===== src/rtl/rr_arb_mux.sv =====
// Round-robin arbitrating multiplexer with a registered output stage.
// Rotating priority picks one of CH requesters and holds the winner under valid/ready.
module rr_arb_mux #(
    parameter int N  = 32,
    parameter int CH = 4,
    parameter int SW = $clog2(CH)
) (
    input  logic            clk,
    input  logic            rst,
    input  logic [CH-1:0]   req_valid,
    input  logic [CH*N-1:0] req_data,
    output logic [CH-1:0]   req_ready,
    output logic            out_valid,
    output logic [N-1:0]    out_data,
    output logic [SW-1:0]   out_sel,
    input  logic            out_ready
);

    logic [SW-1:0] ptr;
    logic [SW-1:0] gnt_idx;
    logic          gnt_found;
    logic          ld;
    logic          xfer;
    logic [SW-1:0] ptr_next;

    // Cyclic search starting at ptr; the first requester found wins.
    always_comb begin
        gnt_found = 1'b0;
        gnt_idx   = '0;
        for (int k = 0; k < CH; k++) begin
            logic [SW-1:0] idx;
            idx = SW'((int'(ptr) + k) % CH);
            if (!gnt_found && req_valid[idx]) begin
                gnt_found = 1'b1;
                gnt_idx   = idx;
            end
        end
    end

    assign ld       = !out_valid || out_ready;
    assign xfer     = gnt_found && ld && !rst;
    assign ptr_next = (gnt_idx == SW'(CH - 1)) ? '0 : gnt_idx + 1'b1;

    always_comb begin
        req_ready = '0;
        if (xfer) begin
            req_ready = CH'(1) << gnt_idx;
        end
    end

    // Output register stage: load on grant, otherwise drain when accepted.
    always_ff @(posedge clk) begin
        if (rst) begin
            out_valid <= 1'b0;
            out_data  <= '0;
            out_sel   <= '0;
            ptr       <= '0;
        end else if (xfer) begin
            out_valid <= 1'b1;
            out_data  <= req_data[int'(gnt_idx)*N +: N];
            out_sel   <= gnt_idx;
            ptr       <= ptr_next;
        end else if (out_valid && out_ready) begin
            out_valid <= 1'b0;
        end
    end

endmodule


===== config.mk =====
export PLATFORM = sky130hd
export DESIGN_NAME = rr_arb_mux
export DESIGN_NICKNAME = d
export VERILOG_FILES = /design/src/rtl/rr_arb_mux.sv
export SDC_FILE = /design/constraint.sdc
export NUM_CORES = 1
export LEC_CHECK = 0
export BUFFER_PORTS_ARGS = -buffer_cell sky130_fd_sc_hd__buf_2
export CAP_MARGIN = 5
export CORE_AREA = 2 2 83 85
export DETAILED_ROUTE_END_ITERATION = 7
export DIE_AREA = 0 0 85 87
export PLACE_DENSITY = 0.8
export SLEW_MARGIN = 25
export SYNTH_ARGS = -nofsm -noshare
export SYNTH_HDL_FRONTEND = slang
export SYNTH_SLANG_ARGS = --single-unit

===== constraint.sdc =====
create_clock -name clk -period 2.5 [get_ports clk]
set_input_delay 0.5 -clock clk [delete_from_list [all_inputs] [get_ports clk]]
set_output_delay 0.5 -clock clk [all_outputs]
set_load 0.005 [all_outputs]

==> results of run 1 <==
## synth_stat cells (all sizes together) (2+ instances only)
cell type  number  area [um^2]
nand2          41          170
dfxtp          37          741
a211oi         26          300
and3           26          163
o21ai          21          105
nand3          20          100
a211o          19          166
mux2i          19          190
o211ai         19          238
buf            16          163
clkbuf         13         48.8
o31ai          13          163
nor2            8         32.5
nor2b           4         25.0
and2b           2         17.5
nor4            2         27.5
## what timing repair did
item / CTS / global route
endpoints found under the setup margin: 0 / 1
gates resized for setup: 0 / 3
hold endpoints to repair: 0 / 0
buffers inserted: 0 / 0
## logic make-up (layout without fill, tap and decap cells)
logic type / count (synthesis) / count (layout) / synth area share
buffers and inverters: 30 / 201 / 0.0775
AOI/OAI and AO/OA: 103 / 103 / 0.366
DFF: 37 / 37 / 0.267
adders and majority gates: 1 / 1 / 0.00451
and+or+nand+nor: 110 / 110 / 0.216
muxes: 19 / 19 / 0.0685
## layout make-up
class                   instances  area [um^2]  area share
clock buffers                   7         96.3      0.0253
clock inverters                 1         5.00     0.00131
inverters                       1         3.75    0.000986
multi-input cells             233         1840       0.483
flip-flops and latches         37          741       0.195
well taps                      80          100      0.0263
repair buffers                192         1020       0.268
## placed cells by master, fill, tap and decap left out, drive strengths merged, types with 2 or more instances in the layout
cell and n:
a211o 19, a211oi 26, and2b 2, and3 26
buf 192, clkbuf 7, dfxtp 37, mux2i 19
nand2 41, nand3 20, nor2 8, nor2b 4
nor4 2, o211ai 19, o21ai 21, o31ai 13
## worst register-to-register path: stages (launching register included)
cell,delay (ps)
dfxtp_1,390
and2b_1,210
or4b_4,530
buf_4,300
and3_1,250
a211oi_1,230
o31ai_2,100
## power groups by stage
stage / Clock [uW] / Combinational [uW] / Sequential [uW]
finish: 470 / 1420 / 837
global route: 511 / 1540 / 854
CTS: 484 / 1400 / 834
detailed placement: 0 / 1400 / 847
global placement: 0 / 1360 / 842
floorplan: 0 / 977 / 861
## stage by stage
step	power (uW)	setup slack (ps)	instance area, um^2
6_report	2720	106	3810
5_1_grt	2910	4.59	3810
4_1_cts	2720	14.1	3790
3_5_place_dp	2240	90.4	3690
3_3_place_gp	2200	142	3690
2_1_floorplan	1840	157	2780
## layer usage
| layer | part of all wire | vias up | global-route usage |
|---|---|---|---|
| li1 | - | 1477 | - |
| met1 | 0.41 | 1492 | 0.300 |
| met2 | 0.51 | 132 | 0.402 |
| met3 | 0.061 | 12 | 0.0445 |
| met4 | 0.015 | 0 | 0.0707 |
| met5 | 0 | - | 0 |
## how the worst min path moves through the flow
stage | to | slack (ps) | from
after floorplan | out_sel[0] | 440 | out_sel[0]
after global placement | out_sel[0] | 430 | out_sel[0]
after detailed placement | out_sel[1] | 440 | out_sel[1]
after CTS | out_sel[1] | 430 | rst
after global routing | out_sel[1] | 440 | rst
final | out_sel[1] | 440 | rst
## registers in the layout (all words and copies together) (netlist names)
register and flops:
out_valid 1, out_sel 2, ptr 2, out_data 32
==> results.md, run 1 <==
* Reg2reg start: ptr[0]
* TritonCTS clock tree: yes
* Combinational Power Share at 0.520
* Max VDD drop at 0.489 mV
* Final period utilization at 0.958
* Setup CP Type: flip-flop to output pin
* Critical path fanouts, max at 4
* Yosys cell types at 39
* Critical Path RT at 2000 ps
* Reg clk slew, reported paths at 80 ps
* Worst setup endpoint: req_ready[3]
* Vias in the first global route at 3066
* Via count at 3113
* Commonest register cell after synthesis: dfxtp_1
* Gr ovfl total at 0
* Top delay family on crit path: simple AND/OR/NAND/NOR gates
* Die width at 85 um
* Synth async-reset ratio at 0
* Syn Area/Cell at 9.25 um^2
* Core Rows at 30
* Yosys reg bits at 37
* Worst path depth at 6
* Crit path DAT at 1890 ps
* Crit path launch type: flip-flop
* Die Ht at 87 um
* Clock Skews at 8.18 ps
* Port-buffer cells at 173
* Post-Syn Instances at 300
* Crit path largest cell delay at 530 ps
* Clock Root Buffer: clkbuf_8
* RSZ-0062 raised after global routing: false
* Register share of total power at 0.307
* Clock network fraction of total power at 0.173
* Pwr Density at 715 nW/um^2
* Least-Margin Pin Slew at 647 ps
* Routed Wire Length at 8880 um
* Max Slew Vio Count at 0
* Number of synthesized flops with an enable pin at 0
* CP max stage cell: or4_4
* Buffer and inverter count on the worst path at 1
* Nets at 606
* Register area share after synthesis at 0.267
* Slew headroom at 0.565
* Gp weighted congestion at 0.844
* Crit. End Element: output pin
* RR Endpoint: out_data[8]
* Core footprint at 6570 um^2
* Antenna violations before repair at 0
* R2R Setup Slk at 390 ps
* CTS Hold Bufs at 0
* First-pass GRT wire length at 14300 um
* Clock latency at the later pin of the worst-skew pair at 290 ps
* HPWL Detailed at 6440 um
* Outcome: complete, no violations
* Max-Cap Viols at 0
* Clock buffer count from CTS at 5
* DRT iter0 DRCs at 163
* Worst hold margin at 443 ps
* Routed length per instance at 16.1 um
* Cell Chain, Critical Path: and2b_4, or4_4, nand2_8, ha_1, and2_1, buf_2
* Synth warn at 0
* Period minus WS final at 2390 ps
* Largest net degree at the start of global routing at 46
* WHS Path Cells at 2
* Int Pwr at 1660 uW
* Setup TNS at 0 ps
* Hold WC Path Type: input pin to flip-flop
* First drt pass iteration count at 4
* Highest clock rate at 0.418 GHz
* Sw power at 1070 uW
* Cell area after synthesis at 2780 um^2
* # diodes at 0
* Core Util, Final at 0.580
* Placed cell count at 543
* Maximum clock path buffer count at 2
* Final non-filler cell total at 551
* Switching Share at 0.392
* Post-route DRC at 0
* Ports at 174
* Full die area at 7400 um^2
* Initial Utilization at 0.422
* R2R depth at 6
* Crit path from: ptr[0]
* Clock Sinks at 37
* Fillers at 611
* # setup viols final at 0
* Total GRT Usage at 0.235
* Post-route ant nets at 0
* Share of cells above drive strength 1 at 0.558
* Post-synth net total at 436
* Leak pwr at 0.00186 uW
* Number of vias per cell at 5.65
* Layout Area Growth over Synthesis at 37.2%
* Final hold violation count at 0
* H-tree lvl count at 2
(Power assumes the default switching activity.)
==> inputs of run 2 (changes only) <==
--- a/config.mk
+++ b/config.mk
@@ -7,10 +7,10 @@
 export LEC_CHECK = 0
 export BUFFER_PORTS_ARGS = -buffer_cell sky130_fd_sc_hd__buf_2
 export CAP_MARGIN = 5
-export CORE_AREA = 2 2 83 85
+export CORE_AREA = 2 2 80 82
 export DETAILED_ROUTE_END_ITERATION = 7
-export DIE_AREA = 0 0 85 87
-export PLACE_DENSITY = 0.8
+export DIE_AREA = 0 0 82 84
+export PLACE_DENSITY = 0.86
 export SLEW_MARGIN = 25
 export SYNTH_ARGS = -nofsm -noshare
 export SYNTH_HDL_FRONTEND = slang
==> constraint.sdc (replaced) <==
create_clock -name clk -period 2.89 [get_ports clk]
set_input_delay 0.578 -clock clk [delete_from_list [all_inputs] [get_ports clk]]
set_output_delay 0.578 -clock clk [all_outputs]
set_load 0.005 [all_outputs]
==> results.md, run 2 (synthesized netlist as in run 1, its figures left out) <==
* Outcome: complete, no violations
* Final period utilization at 0.899
* Most frequent cells in the layout: buf_2 (173), nand2_1 (40), dfxtp_1 (37)
* Die width at 82 um (-3.5%)
* Max Slew Vio Count at 0 (unchanged)
* # diodes at 0 (unchanged)
* CTS Hold Bufs at 0 (unchanged)
* Largest Register: out_data
* Clock latency at the later pin of the worst-skew pair at 280 ps (about the same)
* Number of vias per cell at 5.70 (+0.89%)
* Layout Area Growth over Synthesis at 35.6%
* Setup TNS at 0 ps (unchanged)
* CP max stage cell: or4b_1
* Critical Path RT at 2310 ps (+310 ps)
* Ports at 174 (unchanged)
* Critical path fanouts, max at 4 (unchanged)
* Sw power at 905 uW (-15%)
* Crit path largest cell delay at 610 ps (+80 ps)
* Cell Chain, Critical Path: and2b_1, or4b_1, nand2_8, ha_1, and2_1, buf_2
* Initial Utilization at 0.455 (+0.0328)
* Die Ht at 84 um (-3.4%)
* Full die area at 6890 um^2 (-6.9%)
* Setup ws final at 291 ps (+185 ps)
* First drt pass iteration count at 5 (+1)
* Share of cells above drive strength 1 at 0.547 (-0.0112)
* Least-Margin Pin Slew at 610 ps (-37.5 ps)
* Pwr Density at 633 nW/um^2 (-11%)
* TritonCTS clock tree: yes
* Postcts setup bufs at 0 (unchanged)
* Post-DP Area at 3650 um^2 (-1.1%)
* Crit. End Element: output pin
* Post-route DRC at 0 (unchanged)
* Routed length per instance at 16.2 um (+0.73%)
* Register share of total power at 0.306 (about the same)
* Int Pwr at 1480 uW (-11%)
* CTS resizes at 0 (unchanged)
* Register Area at 741 um^2 (unchanged)
* DRT iter0 DRCs at 144 (-12%)
* Largest regs: out_data x32, out_sel x2, ptr x2
* Routed Wire Length at 8810 um (-0.73%)
* Clock Skews at 10.0 ps (+1.86 ps)
* Pre-CTS setup slack at 314 ps (+224 ps)
* Cell area after layout at 3760 um^2 (-1.2%)
* Vias in the first global route at 2965 (-3.3%)
* Core Rows at 29 (-3.3%)
* Period minus WS final at 2600 ps
* Clock Root Buffer: clkbuf_8
* Gr ovfl total at 0 (unchanged)
* Switching Share at 0.380 (-0.0114)
* Top delay family on crit path: simple AND/OR/NAND/NOR gates
* Combinational Power Share at 0.499 (-0.021)
* Buffer and inverter count on the worst path at 1 (unchanged)
* Highest clock rate at 0.385 GHz
* Largest register FFs at 32 (unchanged)
* Post-route ant nets at 0 (unchanged)
* Slew headroom at 0.590 (+0.0252)
* Max VDD drop at 0.502 mV (+2.7%)
* Multi-input gate area at 1820 um^2 (-1.0%)
* Clock buffer count from CTS at 5 (unchanged)
* HPWL Detailed at 6480 um (+0.68%)
* Crit path DAT at 2020 ps (+130 ps)
* First-pass GRT wire length at 13600 um (-5.4%)
* Clock Sinks at 37 (unchanged)
* Max-Cap Viols at 0 (unchanged)
* Maximum clock path buffer count at 2 (unchanged)
* Gp weighted congestion at 0.897 (+6.4%)
* Antenna violations before repair at 0 (unchanged)
* Commonest non-fill, non-tap cell in the layout: buf_2
* Port-buffer cells at 173 (unchanged)
* Crit path launch type: flip-flop
* Core footprint at 6100 um^2 (-7.2%)
* Clock network fraction of total power at 0.195 (+0.022)
* RSZ-0062 raised after global routing: false
* Nets at 601 (-0.83%)
* Setup CP Type: flip-flop to output pin
* Total GRT Usage at 0.246 (+0.0109)
* Hold WC Path Type: flip-flop to flip-flop
* Leak pwr at 0.00184 uW (-1.3%)
* Fillers at 528 (-14%)
* Final hold violation count at 0 (unchanged)
* # setup viols final at 0 (unchanged)
* Via count at 3095 (-0.58%)
* Reg clk slew, reported paths at 70 ps (about the same)
* Largest net degree at the start of global routing at 46 (unchanged)
* H-tree lvl count at 2 (unchanged)
[run 2: cell count changes in the layout (fill, tap and decap cells not counted), sizes merged]
cell / delta
clkinv: -1
bufinv: +1
buf: -5
[run 2: worst register-to-register path, stage by stage (launching register included)]
cell      delay (ps)
dfxtp_1          380
and2b_1          260
or4b_1           610
buf_4            330
and3_1           240
a211oi_1         250
o31ai_2          100
[run 2: final timing paths]
kind / start / endpoint / slack (ps) / cells past startpoint
min: out_sel[0] / out_sel[0] / 450 / 2
min reg2reg: out_sel[0] / out_sel[0] / 450 / 2
max reg2reg: ptr[0] / out_data[9] / 610 / 6
max: ptr[0] / req_ready[3] / 290 / 6
[run 2: cell type report]
class / instances / area share
repair buffers: 187 / 0.261
well taps: 77 / 0.0256
clock inverters: 1 / 0.00798
multi-input cells: 233 / 0.484
inverters: 1 / 0.000998
flip-flops and latches: 37 / 0.197
clock buffers: 7 / 0.0229
[run 2: routing by layer]
layer | vias up | GRT usage | part of all wire
li1 | 1468 | - | -
met1 | 1477 | 0.296 | 0.41
met2 | 125 | 0.426 | 0.52
met3 | 25 | 0.0444 | 0.054
met4 | 0 | 0.0864 | 0.024
met5 | - | 0 | 0
[run 2: power by group through the flow]
stage	clock network [uW]	logic, uW	registers, uW
floorplan	0	845	745
global placement	0	1160	731
detailed placement	0	1190	737
CTS	478	1190	727
global route	497	1290	745
finish	466	1190	728
[run 2: through the flow]
stage | cells | util | hold slack, ps | total power (uW)
floorplan | 300 | - | 439 | 1590
global placement | 535 | 0.598 | 432 | 1890
detailed placement | 535 | 0.598 | 443 | 1930
CTS | 543 | 0.617 | 454 | 2400
global route | 543 | 0.617 | 477 | 2530
finish | 543 | 0.617 | 454 | 2380
==> inputs of run 3 (changes only) <==
--- a/config.mk
+++ b/config.mk
@@ -7,10 +7,10 @@
 export LEC_CHECK = 0
 export BUFFER_PORTS_ARGS = -buffer_cell sky130_fd_sc_hd__buf_2
 export CAP_MARGIN = 5
-export CORE_AREA = 2 2 80 82
+export CORE_AREA = 2 2 88 90
 export DETAILED_ROUTE_END_ITERATION = 7
-export DIE_AREA = 0 0 82 84
-export PLACE_DENSITY = 0.86
+export DIE_AREA = 0 0 90 92
+export PLACE_DENSITY = 0.75
 export SLEW_MARGIN = 25
 export SYNTH_ARGS = -nofsm -noshare
 export SYNTH_HDL_FRONTEND = slang
==> constraint.sdc (replaced) <==
create_clock -name clk -period 2.1 [get_ports clk]
set_input_delay 0.42 -clock clk [delete_from_list [all_inputs] [get_ports clk]]
set_output_delay 0.42 -clock clk [all_outputs]
set_load 0.005 [all_outputs]
==> results.md, run 3 (synthesized netlist as in run 1, its figures left out) <==
* Final period utilization at 1.06
* Total GRT Usage at 0.218 (-0.0274)
* Highest clock rate at 0.447 GHz
* R2R depth at 7 (+1)
* Fillers at 721 (+37%)
* Antenna violations before repair at 0 (unchanged)
* Hold WC Path Type: input pin to flip-flop
* Full die area at 8280 um^2 (+20%)
* Slew headroom at 0.696 (+0.106)
* Critical Path RT at 1680 ps (-630 ps)
* Setup CP Type: flip-flop to output pin
* Final hold violation count at 0 (unchanged)
* Post-route DRC at 0 (unchanged)
* Crit path launch type: flip-flop
* Leak pwr at 0.00197 uW (+7.0%)
* Clock Skews at 5.71 ps (-4.33 ps)
* Gr ovfl total at 0 (unchanged)
* Max-Cap Viols at 0 (unchanged)
* Largest register FFs at 32 (unchanged)
* Pre-CTS setup slack at -182 ps (-496 ps)
* H-tree lvl count at 2 (unchanged)
* # diodes at 0 (unchanged)
* Pwr Density at 871 nW/um^2 (+38%)
* Gp weighted congestion at 0.847 (-5.6%)
* Least-Margin Pin Slew at 452 ps (-158 ps)
* Final non-filler cell total at 589 (+8.5%)
* Vias in the first global route at 3238 (+9.2%)
* Clock Sinks at 37 (unchanged)
* TritonCTS clock tree: yes
* Clock latency at the later pin of the worst-skew pair at 280 ps (about the same)
* Layout Area Growth over Synthesis at 47.1%
* Core footprint at 7450 um^2 (+22%)
* DRT iter0 DRCs at 161 (+12%)
* Failing checks: negative setup slack
* Reg clk slew, reported paths at 80 ps (about the same)
* Core Util, Final at 0.548 (-0.0691)
* Routed length per instance at 16.1 um (-0.85%)
* Share of cells above drive strength 1 at 0.598 (+0.0503)
* Number of vias per cell at 5.39 (-5.4%)
* First drt pass iteration count at 4 (-1)
* Largest net degree at the start of global routing at 30 (-35%)
* Routed Wire Length at 9480 um (+7.5%)
* Nets at 622 (+3.5%)
* Crit path DAT at 1810 ps (-210 ps)
* Clock Root Buffer: clkbuf_8
* Most frequent cells in the layout: buf_2 (172), nand2_1 (40), dfxtp_1 (36)
* WHS Path Cells at 3 (+1)
* Max Slew Vio Count at 0 (unchanged)
* Commonest non-fill, non-tap cell in the layout: buf_2
* HPWL Detailed at 7050 um (+8.8%)
* Maximum clock path buffer count at 2 (unchanged)
* Port-buffer cells at 173 (unchanged)
* Ports at 174 (unchanged)
* Clock buffer count from CTS at 5 (unchanged)
* Critical path fanouts, max at 4 (unchanged)
* RSZ-0062 raised after global routing: true
* Period minus WS final at 2230 ps
* Post-DP Area at 3820 um^2 (+4.8%)
* Die Ht at 92 um (+9.5%)
* Max VDD drop at 0.435 mV (-13%)
* Largest regs: out_data x32, out_sel x2, ptr x2
* Crit. End Element: output pin
* Largest Register: out_data
* Initial Utilization at 0.373 (-0.0826)
* Post-route ant nets at 0 (unchanged)
* Core Rows at 32 (+10%)
* Worst hold margin at 427 ps (-26.9 ps)
* Cell area after layout at 4080 um^2 (+8.5%)
* First-pass GRT wire length at 14700 um (+8.8%)
* # setup viols final at 4 (+4)
* Placed cell count at 576 (+7.7%)
* Via count at 3175 (+2.6%)
* Setup ws final at -135 ps (-426 ps)
* Die width at 90 um (+9.8%)
* Outcome: finished, violations left
[run 3: changes by cell type in the layout (fill, tap and decap cells not counted), sizes merged]
| cell | previous run | this run |
|---|---|---|
| buf | 187 | 208 |
[run 3: worst max-delay path, stage by stage, from the launching register on]
cell	delay (ps)
dfxtp_4	370
and2b_4	180
or4_4	530
nand2_8	100
ha_4	120
and2_4	140
buf_6	90
[run 3: repair_timing]
| item | 4_1_cts | 5_1_grt |
|---|---|---|
| gates cloned | 0 | 0 |
| buffers inserted | 5 | 0 |
| pin swaps | 4 | 4 |
| hold buffers | 0 | 0 |
| setup endpoints to repair | 17 | 32 |
| gates resized for setup | 18 | 7 |
[run 3: layer usage]
metal,part of all wire,GRT usage,up-vias,wire [um]
li1,-,-,1507,-
met1,0.39,0.245,1515,3720
met2,0.52,0.400,127,4930
met4,0.030,0.0987,0,286
met3,0.057,0.0411,26,536
met5,0,0,-,0
[run 3: through the flow]
step                      TNS [ps]  total power (uW)
after CTS                     -309              3550
after global placement       -2600              2730
after detailed placement     -3970              2790
after global routing          -521              3780
after floorplan              -71.5              2190
final                         -191              3560
[run 3: layout make-up]
class,instances,area [um^2],share of cell area
Clock buffer,7,86.3,0.0212
Clock inverter,1,30.0,0.00736
Inverter,1,3.75,0.000920
Multi-Input combinational cell,233,1900,0.465
Sequential cell,37,744,0.182
Tap cell,102,128,0.0313
Timing Repair Buffer,208,1190,0.292
[run 3: power by group]
part | leakage (uW) | switching, uW | internal (uW) | total (uW)
combinational | 0.00160 | 968 | 932 | 1900
sequential | 0.000308 | 110 | 895 | 1010
clock | 0.0000585 | 264 | 388 | 651
[run 3: worst paths after layout]
check / start / to / slack (ps)
setup / recovery: ptr[0] / req_ready[3] / -130
hold / removal: req_data[86] / out_data[22] / 430
setup reg to reg: ptr[0] / out_data[10] / 40
hold reg to reg: out_sel[0] / out_sel[0] / 450
